`config.mk`:
```
export PLATFORM = sky130hd
export DESIGN_NAME = aidc_pkt_framer
export DESIGN_NICKNAME = d
export VERILOG_FILES = /design/src/rtl/aidc_pkt_framer.sv
export SDC_FILE = /design/constraint.sdc
export NUM_CORES = 1
export LEC_CHECK = 0
export BUFFER_PORTS_ARGS = -buffer_cell sky130_fd_sc_hd__buf_2
export CORE_ASPECT_RATIO = 0.7
export CORE_MARGIN = 2
export CORE_UTILIZATION = 50
export CTS_BUF_LIST = sky130_fd_sc_hd__clkbuf_8
export DETAILED_ROUTE_END_ITERATION = 7
export GPL_TIMING_DRIVEN = 0
export PLACE_DENSITY = 0.76
export SYNTH_ARGS = -nofsm -noshare
export SYNTH_HDL_FRONTEND = slang
export SYNTH_SLANG_ARGS = --single-unit
```
`constraint.sdc`:
```
create_clock -name clk -period 7.8 [get_ports clk]
set_input_delay 1.56 -clock clk [delete_from_list [all_inputs] [get_ports clk]]
set_output_delay 1.56 -clock clk [all_outputs]
set_load 0.1 [all_outputs]
```
`src/rtl/aidc_pkt_framer.sv`:
```
// aidc_pkt_framer
//   Frames an unframed beat stream into packets. Each packet's length comes
//   from a separate command. The result is a valid/ready stream with sop/last
//   markers. Output beats pass through a 2-entry FIFO, so ready_i never
//   reaches in_ready_o or cmd_ready_o combinationally.
//
// Ports:
//   clk, rst_n                  clock, synchronous active-low reset
//   cmd_valid_i/cmd_ready_o     length command handshake
//   cmd_len_i [LEN_W]           packet length in beats minus 1
//   in_valid_i/in_ready_o       input beat handshake
//   in_data_i [DATA_W]          input beat data
//   valid_o/ready_i             output beat handshake
//   data_o [DATA_W]             output beat data (head of FIFO)
//   last_o, sop_o               last / first beat of packet
//   pkt_cnt_o [CNT_W]           packets fully emitted (wraps)
//   busy_o                      packet in progress or FIFO non-empty
module aidc_pkt_framer #(
  parameter int DATA_W = 64,
  parameter int LEN_W  = 4,
  parameter int CNT_W  = 16
) (
  input  logic              clk,
  input  logic              rst_n,
  input  logic              cmd_valid_i,
  output logic              cmd_ready_o,
  input  logic [LEN_W-1:0]  cmd_len_i,
  input  logic              in_valid_i,
  output logic              in_ready_o,
  input  logic [DATA_W-1:0] in_data_i,
  output logic              valid_o,
  input  logic              ready_i,
  output logic [DATA_W-1:0] data_o,
  output logic              last_o,
  output logic              sop_o,
  output logic [CNT_W-1:0]  pkt_cnt_o,
  output logic              busy_o
);

  typedef enum logic {IDLE, XFER} state_t;

  state_t             state_q, state_d;
  logic [LEN_W-1:0]   remaining_q, remaining_d;
  logic               first_q, first_d;
  logic               push_p0;

  logic [DATA_W-1:0]  data_p1 [2];
  logic               last_p1 [2];
  logic               sop_p1  [2];
  logic               rd_ptr_p1, wr_ptr_p1;
  logic [1:0]         count_p1;
  logic               vld_p1;
  logic               pop_p1;

  // ---- stage p0: command / beat acceptance
  always_comb begin
    state_d     = state_q;
    remaining_d = remaining_q;
    first_d     = first_q;
    cmd_ready_o = 1'b0;
    in_ready_o  = 1'b0;
    push_p0     = 1'b0;
    case (state_q)
      IDLE: begin
        cmd_ready_o = 1'b1;
        if (cmd_valid_i) begin
          remaining_d = cmd_len_i;
          first_d     = 1'b1;
          state_d     = XFER;
        end
      end
      XFER: begin
        // Depends only on registered FIFO occupancy, never on ready_i.
        in_ready_o = (count_p1 < 2'd2);
        if (in_valid_i && in_ready_o) begin
          push_p0 = 1'b1;
          first_d = 1'b0;
          if (remaining_q == '0) state_d = IDLE;
          else                   remaining_d = remaining_q - LEN_W'(1);
        end
      end
      default: state_d = IDLE;
    endcase
  end

  always_ff @(posedge clk) begin
    if (!rst_n) begin
      state_q     <= IDLE;
      remaining_q <= '0;
      first_q     <= 1'b1;
    end else begin
      state_q     <= state_d;
      remaining_q <= remaining_d;
      first_q     <= first_d;
    end
  end

  // ---- stage p1: 2-entry output FIFO
  assign vld_p1 = (count_p1 != 2'd0);
  assign pop_p1 = vld_p1 & ready_i;

  always_ff @(posedge clk) begin
    if (!rst_n) begin
      rd_ptr_p1 <= 1'b0;
      wr_ptr_p1 <= 1'b0;
      count_p1  <= 2'd0;
      pkt_cnt_o <= '0;
    end else begin
      if (push_p0) wr_ptr_p1 <= ~wr_ptr_p1;
      if (pop_p1)  rd_ptr_p1 <= ~rd_ptr_p1;
      case ({push_p0, pop_p1})
        2'b10:   count_p1 <= count_p1 + 2'd1;
        2'b01:   count_p1 <= count_p1 - 2'd1;
        default: count_p1 <= count_p1;
      endcase
      if (pop_p1 && last_p1[rd_ptr_p1]) pkt_cnt_o <= pkt_cnt_o + CNT_W'(1);
    end
  end

  // Payload storage carries no reset; occupancy gates its visibility.
  always_ff @(posedge clk) begin
    if (push_p0) begin
      data_p1[wr_ptr_p1] <= in_data_i;
      last_p1[wr_ptr_p1] <= (remaining_q == '0);
      sop_p1[wr_ptr_p1]  <= first_q;
    end
  end

  assign valid_o = vld_p1;
  assign data_o  = data_p1[rd_ptr_p1];
  assign last_o  = last_p1[rd_ptr_p1];
  assign sop_o   = sop_p1[rd_ptr_p1];
  assign busy_o  = (state_q == XFER) | vld_p1;

endmodule

```
# After elaboration in Yosys (flattened, before gate mapping)
# Memory sizes are Yosys's and may differ from the RTL's. A register that Yosys moved wholly into a read port is not among the register bits.
# Index checks and enable logic that the tools add are counted.
# word_totals
mem_count,3
input_bits,73
register_bits,26
out_inout_bits,86
ramBits,132
# mem_list
memory,depth,width,rd,rd_ports_with_merged_regs,write_ports,line_no,source
data_p1,2,64,1,1,1,47,logic [DATA_W-1:0] data_p1 [2];
last_p1,2,1,1,1,1,48,logic last_p1 [2];
sop_p1,2,1,1,1,1,49,logic sop_p1 [2];
# op_classes
n_mux,24
reduce_logical,7
n_bitwise,5
order_cmp,1
addsub,4
eq_ne,5
# ops
operator,n
$mux 1,17
$add 16x1->16 const B,1
$mux 4,3
$pmux 4 s2,1
$logic_not 4->1,1
$ne 2x2->1 const B,2
$pmux 1 s2,2
$pmux 2 s2,1
$reduce_bool 2->1,2
$sub 4x1->4 const B,1
$not 1->1,3
$reduce_and 3->1,1
$add 2x1->2 const B,1
$eq 2x1->1 const B,1
$eq 2x2->1 const B,1
$logic_and 1x1->1,2
$lt 2x2->1 const B,1
$ne 2x1->1 const B,1
$reduce_and 2->1,1
$sub 2x1->2 const B,1
$and 1x1->1,1
$or 1x1->1,1

# Longest topological paths before layout
# Gate-level depths: netlist (run 1).
# depth
depth_word,6
ltp_mapped,8
depth_no_buf,7

# Worst setup path after synthesis (run 1)
# No wires, ideal clock.
# synth_path
path_kind,flip-flop to flip-flop
startpoint,register state_q
endpoint,memory data_p1[0][0] (enable)
stages_incl_launch_ff,6
arrival_ns,5.141
required_ns,7.308
path_slack_ns,2.167
path_cell_list,dfxtp_1 clkbuf_1 nor2b_1 and2_1 inv_1 nor2_1
# synth_between
elab_chain_len,3
# synth_rtl
item,line_no,source
from (decl),42,"state_t state_q, state_d;"
from (signal assigned),92,state_q <= state_d;
$mux 1,63,case (state_q)
$mux 1,122,if (push_p0) begin
$mux 1 (not written as such),123,data_p1[wr_ptr_p1] <= in_data_i;
to (decl),47,
# No other way between the ends.

==> reports/qor.log, run 1 <==
qor: outcome.run_status finished clean
qor: timing.layout_worst_path_cycle_share 52.7%
qor: worst_setup_path.cp_max_fo 10
qor: placed_design.hpwl 8190 um
qor: timing.least_margin_pin_slew 0.624 ns
qor: synth.synthTopCellsByArea sky130_fd_sc_hd__edfxtp_1 66%, sky130_fd_sc_hd__mux2_2 12%, sky130_fd_sc_hd__dfxtp_1 8.9%
qor: clocking.cts.path.max_buffers 2
qor: floorplan.dieArea 13000 um2
qor: placed_design.gp_congestion 0.870
qor: layout.antenna-diode-count 0
qor: power_and_ir_drop.power.density_cell_area 326 nW/um2
qor: floorplan.fp-row-count 33
qor: synth.synth_top_area_share 65.6%
qor: layout.area_occupied_by_multi_input_gates 1470 um2
qor: timing.clock.fmax 243 MHz
qor: grt.grt_pass1_wl 17700 um
qor: timing.final-setup-viol-count 0
qor: worst_setup_path.cp_data_required_time 6.24 ns
qor: grt.met3_usage 5.11%
qor: clocking.cts.root.buffer_cell sky130_fd_sc_hd__clkbuf_8
qor: timing.rsz0062_at_grt false
qor: floorplan.pin_count 159
qor: drt.postRouteWirelength 11800 um
qor: synth.syn_area 6040 um2
qor: clocking.clock_tree_from_tritoncts built
qor: worst_hold_path.number_of_instances_on_the_worst_hold_path 0
qor: synth.synth.top_cells.by_count 132 x sky130_fd_sc_hd__edfxtp_1, 65 x sky130_fd_sc_hd__mux2_2, 27 x sky130_fd_sc_hd__dfxtp_1
qor: grt.grt_max_degree 27
qor: worst_setup_path.kind_of_critical_path flop to output pin
qor: synth.synth_most_common_cell sky130_fd_sc_hd__edfxtp_1
qor: timing.timing.slew.headroom 57.2%
qor: grt.grt_use_met2 29.4%
qor: clocking.holdBufCountCts 0
qor: timing.hold_violations 0
qor: drt.routed_wire_length_per_instance 16.5 um
qor: synth.syn_nets 439
qor: drt.drt-pass1-iter-count 5
qor: floorplan.start_util 51.4%
qor: clocking.cts.sink_count 159
qor: clocking.clock_tree.htree_level_count 4
qor: drt.drt_drc_violations_left 0
qor: synth.post-synth-top-area-cell sky130_fd_sc_hd__edfxtp_1
qor: grt.vias_in_the_first_global_route 3564
qor: worst_setup_path.worst_r2r_path_depth 7
qor: worst_setup_path.worst-endpoint-arrival 2.55 ns
qor: clocking.path_clk_slew 0.09 ns
qor: floorplan.die_h 96.0 um
qor: layout.nFillCells 894
qor: synth.asyncSetResetFlopFracSynth 0%
qor: worst_hold_path.hp-class flop to flop
qor: placed_design.port_buffers 158
qor: power_and_ir_drop.vdd_ir_drop_max 0.209 mV
qor: clocking.count_of_cells_resized_by_post_cts_repair 0
qor: layout.area_growth_syn_to_layout 24.8%
qor: grt.grt_antenna_before_repair 0
qor: worst_setup_path.crit_path_end_kind output pin
qor: clocking.numCtsBuffers 17
qor: clocking.cts.repair_timing.setup_buffer_count 0
qor: timing.period_needed 4.11 ns
qor: worst_setup_path.critical_path.startpoint_type flop
qor: timing.final.setup_skew 0.0108 ns
qor: timing.slew_violations 0
qor: clocking.clk-insertion-delay-late 0.43 ns
qor: synth.netlist_instances 363
qor: synth.synth_edf_count 132
qor: drt.route.detailed.vias_per_inst 5.17
qor: drt.dr_total_vias 3693
qor: flow_run.cap_violations 0
qor: grt.top_usage_layer met2
qor: layout.layout.nets 620
qor: layout.share_of_final_layout_standard_cells_stronger_than_drive_strength_1 47.4%
qor: grt.grt_usage 18.2%
qor: floorplan.placeableCoreArea 11800 um2
qor: synth.synth_sequential_area_ratio 74.5%
qor: drt.postRouteAntennaNets 0
qor: grt.globalRouteMet1Util 23.7%
qor: grt.grt-ovfl-total 0
qor: drt.detailedRoute.firstIterationViolations 180
qor: timing.setup-tns-final 0 ns
qor: floorplan.die_x 135 um
qor: placed_design.dpl_cell_area 7130 um2
qor: synth.ys_dominant_reg_cell sky130_fd_sc_hd__edfxtp_1
qor: power_and_ir_drop.power_leakage 2.83 nW
qor: synth.postSynthRegisterBits 159
qor: layout.layout.cell_area.non_filler 7540 um2
qor: synth.synth.distinct_cells 39
qor: layout.sequential_cell_area 4500 um2
qor: synth.synthesis.area_per_instance 16.7 um2
qor: synth.yosysWarningCount 0
[logic make-up (layout without fill, tap and decap cells)]
group / Yosys count / after routing / synth area share (%)
AOI/OAI and AO/OA: 31 / 31 / 3.39
and+or+nand+nor: 68 / 68 / 5.82
muxes: 68 / 68 / 12.6
xor gates and xnor gates: 11 / 11 / 1.59
buffers and inverters: 23 / 217 / 1.45
adders and majority gates: 3 / 3 / 0.621
DFF: 159 / 159 / 74.5
[registers in the layout, indices dropped and copies added, names as in the netlist, named ones only]
signal and flops:
count_p1 2, data_p1 128, first_q 1, last_p1 2, pkt_cnt_o 16, rd_ptr_p1 1
remaining_q 4, sop_p1 2, state_q 1, wr_ptr_p1 1
[layer usage]
layer,wire [um],vias to the layer above
li1,-,1746
met1,5140,1796
met2,5680,140
met3,849,11
met4,136,0
met5,0,-
[power breakdown]
part / internal [W] / total [W] / switching (W)
clock: 0.000322 / 0.000629 / 0.000307
combinational: 0.000167 / 0.000856 / 0.000689
sequential: 0.000959 / 0.000972 / 0.0000130
total: 0.00145 / 0.00246 / 0.00101
[worst paths after layout]
| check | end | slack, ns | startpoint |
|---|---|---|---|
| worst max-delay path | data_o[30] | 3.69 | flop |
| worst min-delay path | sop_p1[0] | 0.46 | first_q |
| worst max register to register | data_p1[0][27] | 5.26 | state_q |
| worst min register to register | sop_p1[0] | 0.46 | first_q |
[area by class of cell]
type / instances / area share, %
Buffer: 12 / 0.614
Clock buffer: 17 / 3.10
Clock inverter: 15 / 2.44
Inverter: 11 / 0.547
Multi-Input combinational cell: 181 / 19.5
Sequential cell: 159 / 59.7
Tap cell: 157 / 2.60
Timing Repair Buffer: 162 / 11.5
[cells in the final DEF (no fill, tap or decap), types with 4 or more instances in the layout]
cell type                  count
sky130_fd_sc_hd__buf_12        4
sky130_fd_sc_hd__xor2_1        4
sky130_fd_sc_hd__nor3_1        4
sky130_fd_sc_hd__nand2_1      14
sky130_fd_sc_hd__clkbuf_1      9
sky130_fd_sc_hd__buf_2       159
sky130_fd_sc_hd__o21ai_0       7
sky130_fd_sc_hd__inv_6         4
sky130_fd_sc_hd__mux2_2       65
sky130_fd_sc_hd__and3_1        4
sky130_fd_sc_hd__edfxtp_1    132
sky130_fd_sc_hd__or3_1         6
sky130_fd_sc_hd__dfxtp_1      27
sky130_fd_sc_hd__xnor2_1       7
sky130_fd_sc_hd__clkbuf_8     17
sky130_fd_sc_hd__nor2_1       15
sky130_fd_sc_hd__inv_1        11
sky130_fd_sc_hd__nand4_1       5
sky130_fd_sc_hd__a21oi_1      11
[critical path, stage by stage (launching register included)]
cell and delay (ns):
sky130_fd_sc_hd__dfxtp_1 0.37, sky130_fd_sc_hd__buf_1 0.48, sky130_fd_sc_hd__clkbuf_1 0.54, sky130_fd_sc_hd__mux2_2 0.28, sky130_fd_sc_hd__buf_2 0.43
[stage by stage]
step	cells	setup WS [ns]	total power (W)	util (%)	hold WS, ns
after floorplan	363	2.17	0.00172	-	0.420
after global placement	678	1.08	0.00184	59.8	0.436
after CTS	714	3.56	0.00248	64.1	0.463
after detailed placement	682	4.08	0.00185	60.6	0.444
final	714	3.69	0.00246	64.1	0.458
after global routing	714	3.50	0.00254	64.1	0.479
Power figures use the tool's default switching activity.
==> run 2: changes to the inputs <==
clock period = 3.9 ns   (was 7.8 ns; I/O delays follow)
==> run 2 against run 1 <==
Clock skew grew 0.0056 ns; clock-buffer cell count is the same; non-clock buffer count is the same; wire length shrank 2.2%; global-route usage shrank 0.23 points.
==> reports/qor.log, run 2 (synthesis results as in run 1) <==
qor: floorplan.die_x 135 um
qor: timing.final-setup-viol-count 0
qor: layout.layout.cell_area.non_filler 7540 um2
qor: clocking.numCtsBuffers 17
qor: flow_run.cap_violations 0
qor: placed_design.dpl_cell_area 7130 um2
qor: worst_hold_path.hold_end sop_p1[0]
qor: drt.routed_wire_length_per_instance 16.2 um
qor: drt.detailedRoute.firstIterationViolations 232
qor: floorplan.start_util 51.4%
qor: floorplan.placeableCoreArea 11800 um2
qor: layout.layout.cells.most_common_list 159 x sky130_fd_sc_hd__buf_2, 132 x sky130_fd_sc_hd__edfxtp_1, 65 x sky130_fd_sc_hd__mux2_2, 27 x sky130_fd_sc_hd__dfxtp_1, 17 x sky130_fd_sc_hd__clkbuf_8
qor: worst_setup_path.cp_max_fo 10
qor: layout.share_of_final_layout_standard_cells_stronger_than_drive_strength_1 47.4%
qor: layout.antenna-diode-count 0
qor: grt.vias_in_the_first_global_route 3596
qor: clocking.cts.sink_count 159
qor: timing.final.setup_skew 0.0164 ns
qor: timing.hold_violations 0
qor: drt.dr_total_vias 3682
qor: layout.nFillCells 888
qor: timing.slew_violations 0
qor: drt.drt_drc_violations_left 0
qor: power_and_ir_drop.power_leakage 2.83 nW
qor: grt.grt-ovfl-total 0
qor: layout.layout.nets 620
qor: clocking.cts.root.buffer_cell sky130_fd_sc_hd__clkbuf_8
qor: worst_setup_path.critical_r2r_capture data_p1[1][61]
qor: clocking.clock_tree_from_tritoncts built
qor: drt.postRouteAntennaNets 0
qor: power_and_ir_drop.power.density_cell_area 649 nW/um2
qor: layout.largest_regs data_p1 x128, pkt_cnt_o x16, remaining_q x4
qor: worst_hold_path.hp-class flop to flop
qor: worst_setup_path.worst-endpoint-arrival 2.56 ns
qor: worst_setup_path.crit_path_end_kind output pin
qor: worst_setup_path.reg2reg_from state_q
qor: placed_design.hpwl 8040 um
qor: timing.period_needed 3.34 ns
qor: worst_setup_path.ff2ff_setup_slack 1.45 ns
qor: grt.grt_antenna_before_repair 1
qor: worst_hold_path.critical_hold_path_startpoint first_q
qor: outcome.run_status finished clean
qor: worst_hold_path.number_of_instances_on_the_worst_hold_path 0
qor: clocking.cts.repair_timing.setup_buffer_count 0
qor: clocking.path_clk_slew 0.08 ns
qor: placed_design.port_buffers 158
qor: clocking.count_of_cells_resized_by_post_cts_repair 0
qor: worst_setup_path.kind_of_critical_path flop to output pin
qor: grt.grt_max_degree 30
qor: worst_setup_path.worst_r2r_path_depth 7
qor: clocking.holdBufCountCts 0
qor: floorplan.dieArea 13000 um2
qor: placed_design.gp_congestion 0.860
qor: layout.largest_register_by_flop_count data_p1
qor: floorplan.fp-row-count 33
qor: clocking.cts.path.max_buffers 2
qor: power_and_ir_drop.vdd_ir_drop_max 0.553 mV
qor: drt.route.detailed.vias_per_inst 5.16
qor: timing.layout_worst_path_cycle_share 85.7%
qor: grt.grt_usage 18.0%
qor: timing.timing.slew.headroom 51.9%
qor: clocking.clk-insertion-delay-late 0.44 ns
qor: timing.clock.fmax 299 MHz
qor: layout.final_common_cell sky130_fd_sc_hd__buf_2
qor: layout.layout.core_utilization 64.1%
qor: clocking.clock_tree.htree_level_count 4
qor: worst_setup_path.cp_data_required_time 3.12 ns
qor: layout.largest_reg_flops 128
qor: grt.grt_pass1_wl 17500 um
qor: drt.postRouteWirelength 11600 um
qor: worst_setup_path.critical_path.startpoint_type flop
qor: layout.area_growth_syn_to_layout 24.7%
qor: drt.drt-pass1-iter-count 4
qor: floorplan.pin_count 159
qor: floorplan.die_h 96.0 um
qor: timing.rsz0062_at_grt false
qor: timing.least_margin_pin_slew 0.701 ns
-- run 2: changes by cell type in the layout (fill, tap and decap cells not counted), sizes merged --
cell,before,now
bufinv,3,2
clkinv,2,7
clkinvlp,4,1
inv,17,16
-- run 2: cell type report --
type                    count  area (um2)  share of cell area (%)
clock buffers              17         234                    3.10
well taps                 157         196                    2.61
clock inverters            15         179                    2.37
plain buffers              12        46.3                   0.614
flip-flops and latches    159        4500                    59.7
multi-input cells         181        1470                    19.5
inverters                  11        41.3                   0.548
repair buffers            162         871                    11.5
-- run 2: report_power, final --
| part | internal [W] | switching [W] |
|---|---|---|
| clock network | 0.000592 | 0.000644 |
| registers | 0.00192 | 0.0000263 |
| logic | 0.000334 | 0.00138 |
| total | 0.00284 | 0.00205 |
-- run 2: worst max-delay path, cell delays in order (launching register included) --
cell and delay (ns):
sky130_fd_sc_hd__dfxtp_1 0.37, sky130_fd_sc_hd__buf_1 0.56, sky130_fd_sc_hd__clkbuf_1 0.51, sky130_fd_sc_hd__mux2_2 0.41, sky130_fd_sc_hd__buf_2 0.29
-- run 2: routing by layer --
metal	vias to the layer above	wire length [um]	track usage, %	part of all wire, %
met1	1777	5030	23.4	44
met3	16	886	5.69	7.7
li1	1749	-	-	-
met5	-	13	0	0.11
met2	138	5460	28.5	47
met4	2	163	7.29	1.4
-- run 2: per-stage QoR --
stage / hold slack [ns] / setup slack, ns / power, W / setup TNS [ns] / cells
floorplan: 0.420 / -0.620 / 0.00343 / -81.17 / 363
global placement: 0.436 / -0.338 / 0.00367 / -43.24 / 678
detailed placement: 0.463 / 0.981 / 0.00370 / 0 / 682
CTS: 0.485 / 0.482 / 0.00493 / 0 / 714
finish: 0.478 / 0.557 / 0.00489 / 0 / 714
global route: 0.479 / 0.389 / 0.00506 / 0 / 714
-- run 2: how the worst max path moves through the flow --
stage	startpoint	end	slack [ns]	cells after the start
after CTS	flop	data_o[62]	0.48	4
after detailed placement	flop	data_o[18]	0.98	4
after global placement	in_valid_i	data_p1[0][39]	-0.34	4
final	flop	data_o[18]	0.56	4
after global routing	flop	data_o[18]	0.39	4
after floorplan	state_q	data_p1[0][0]	-0.62	5
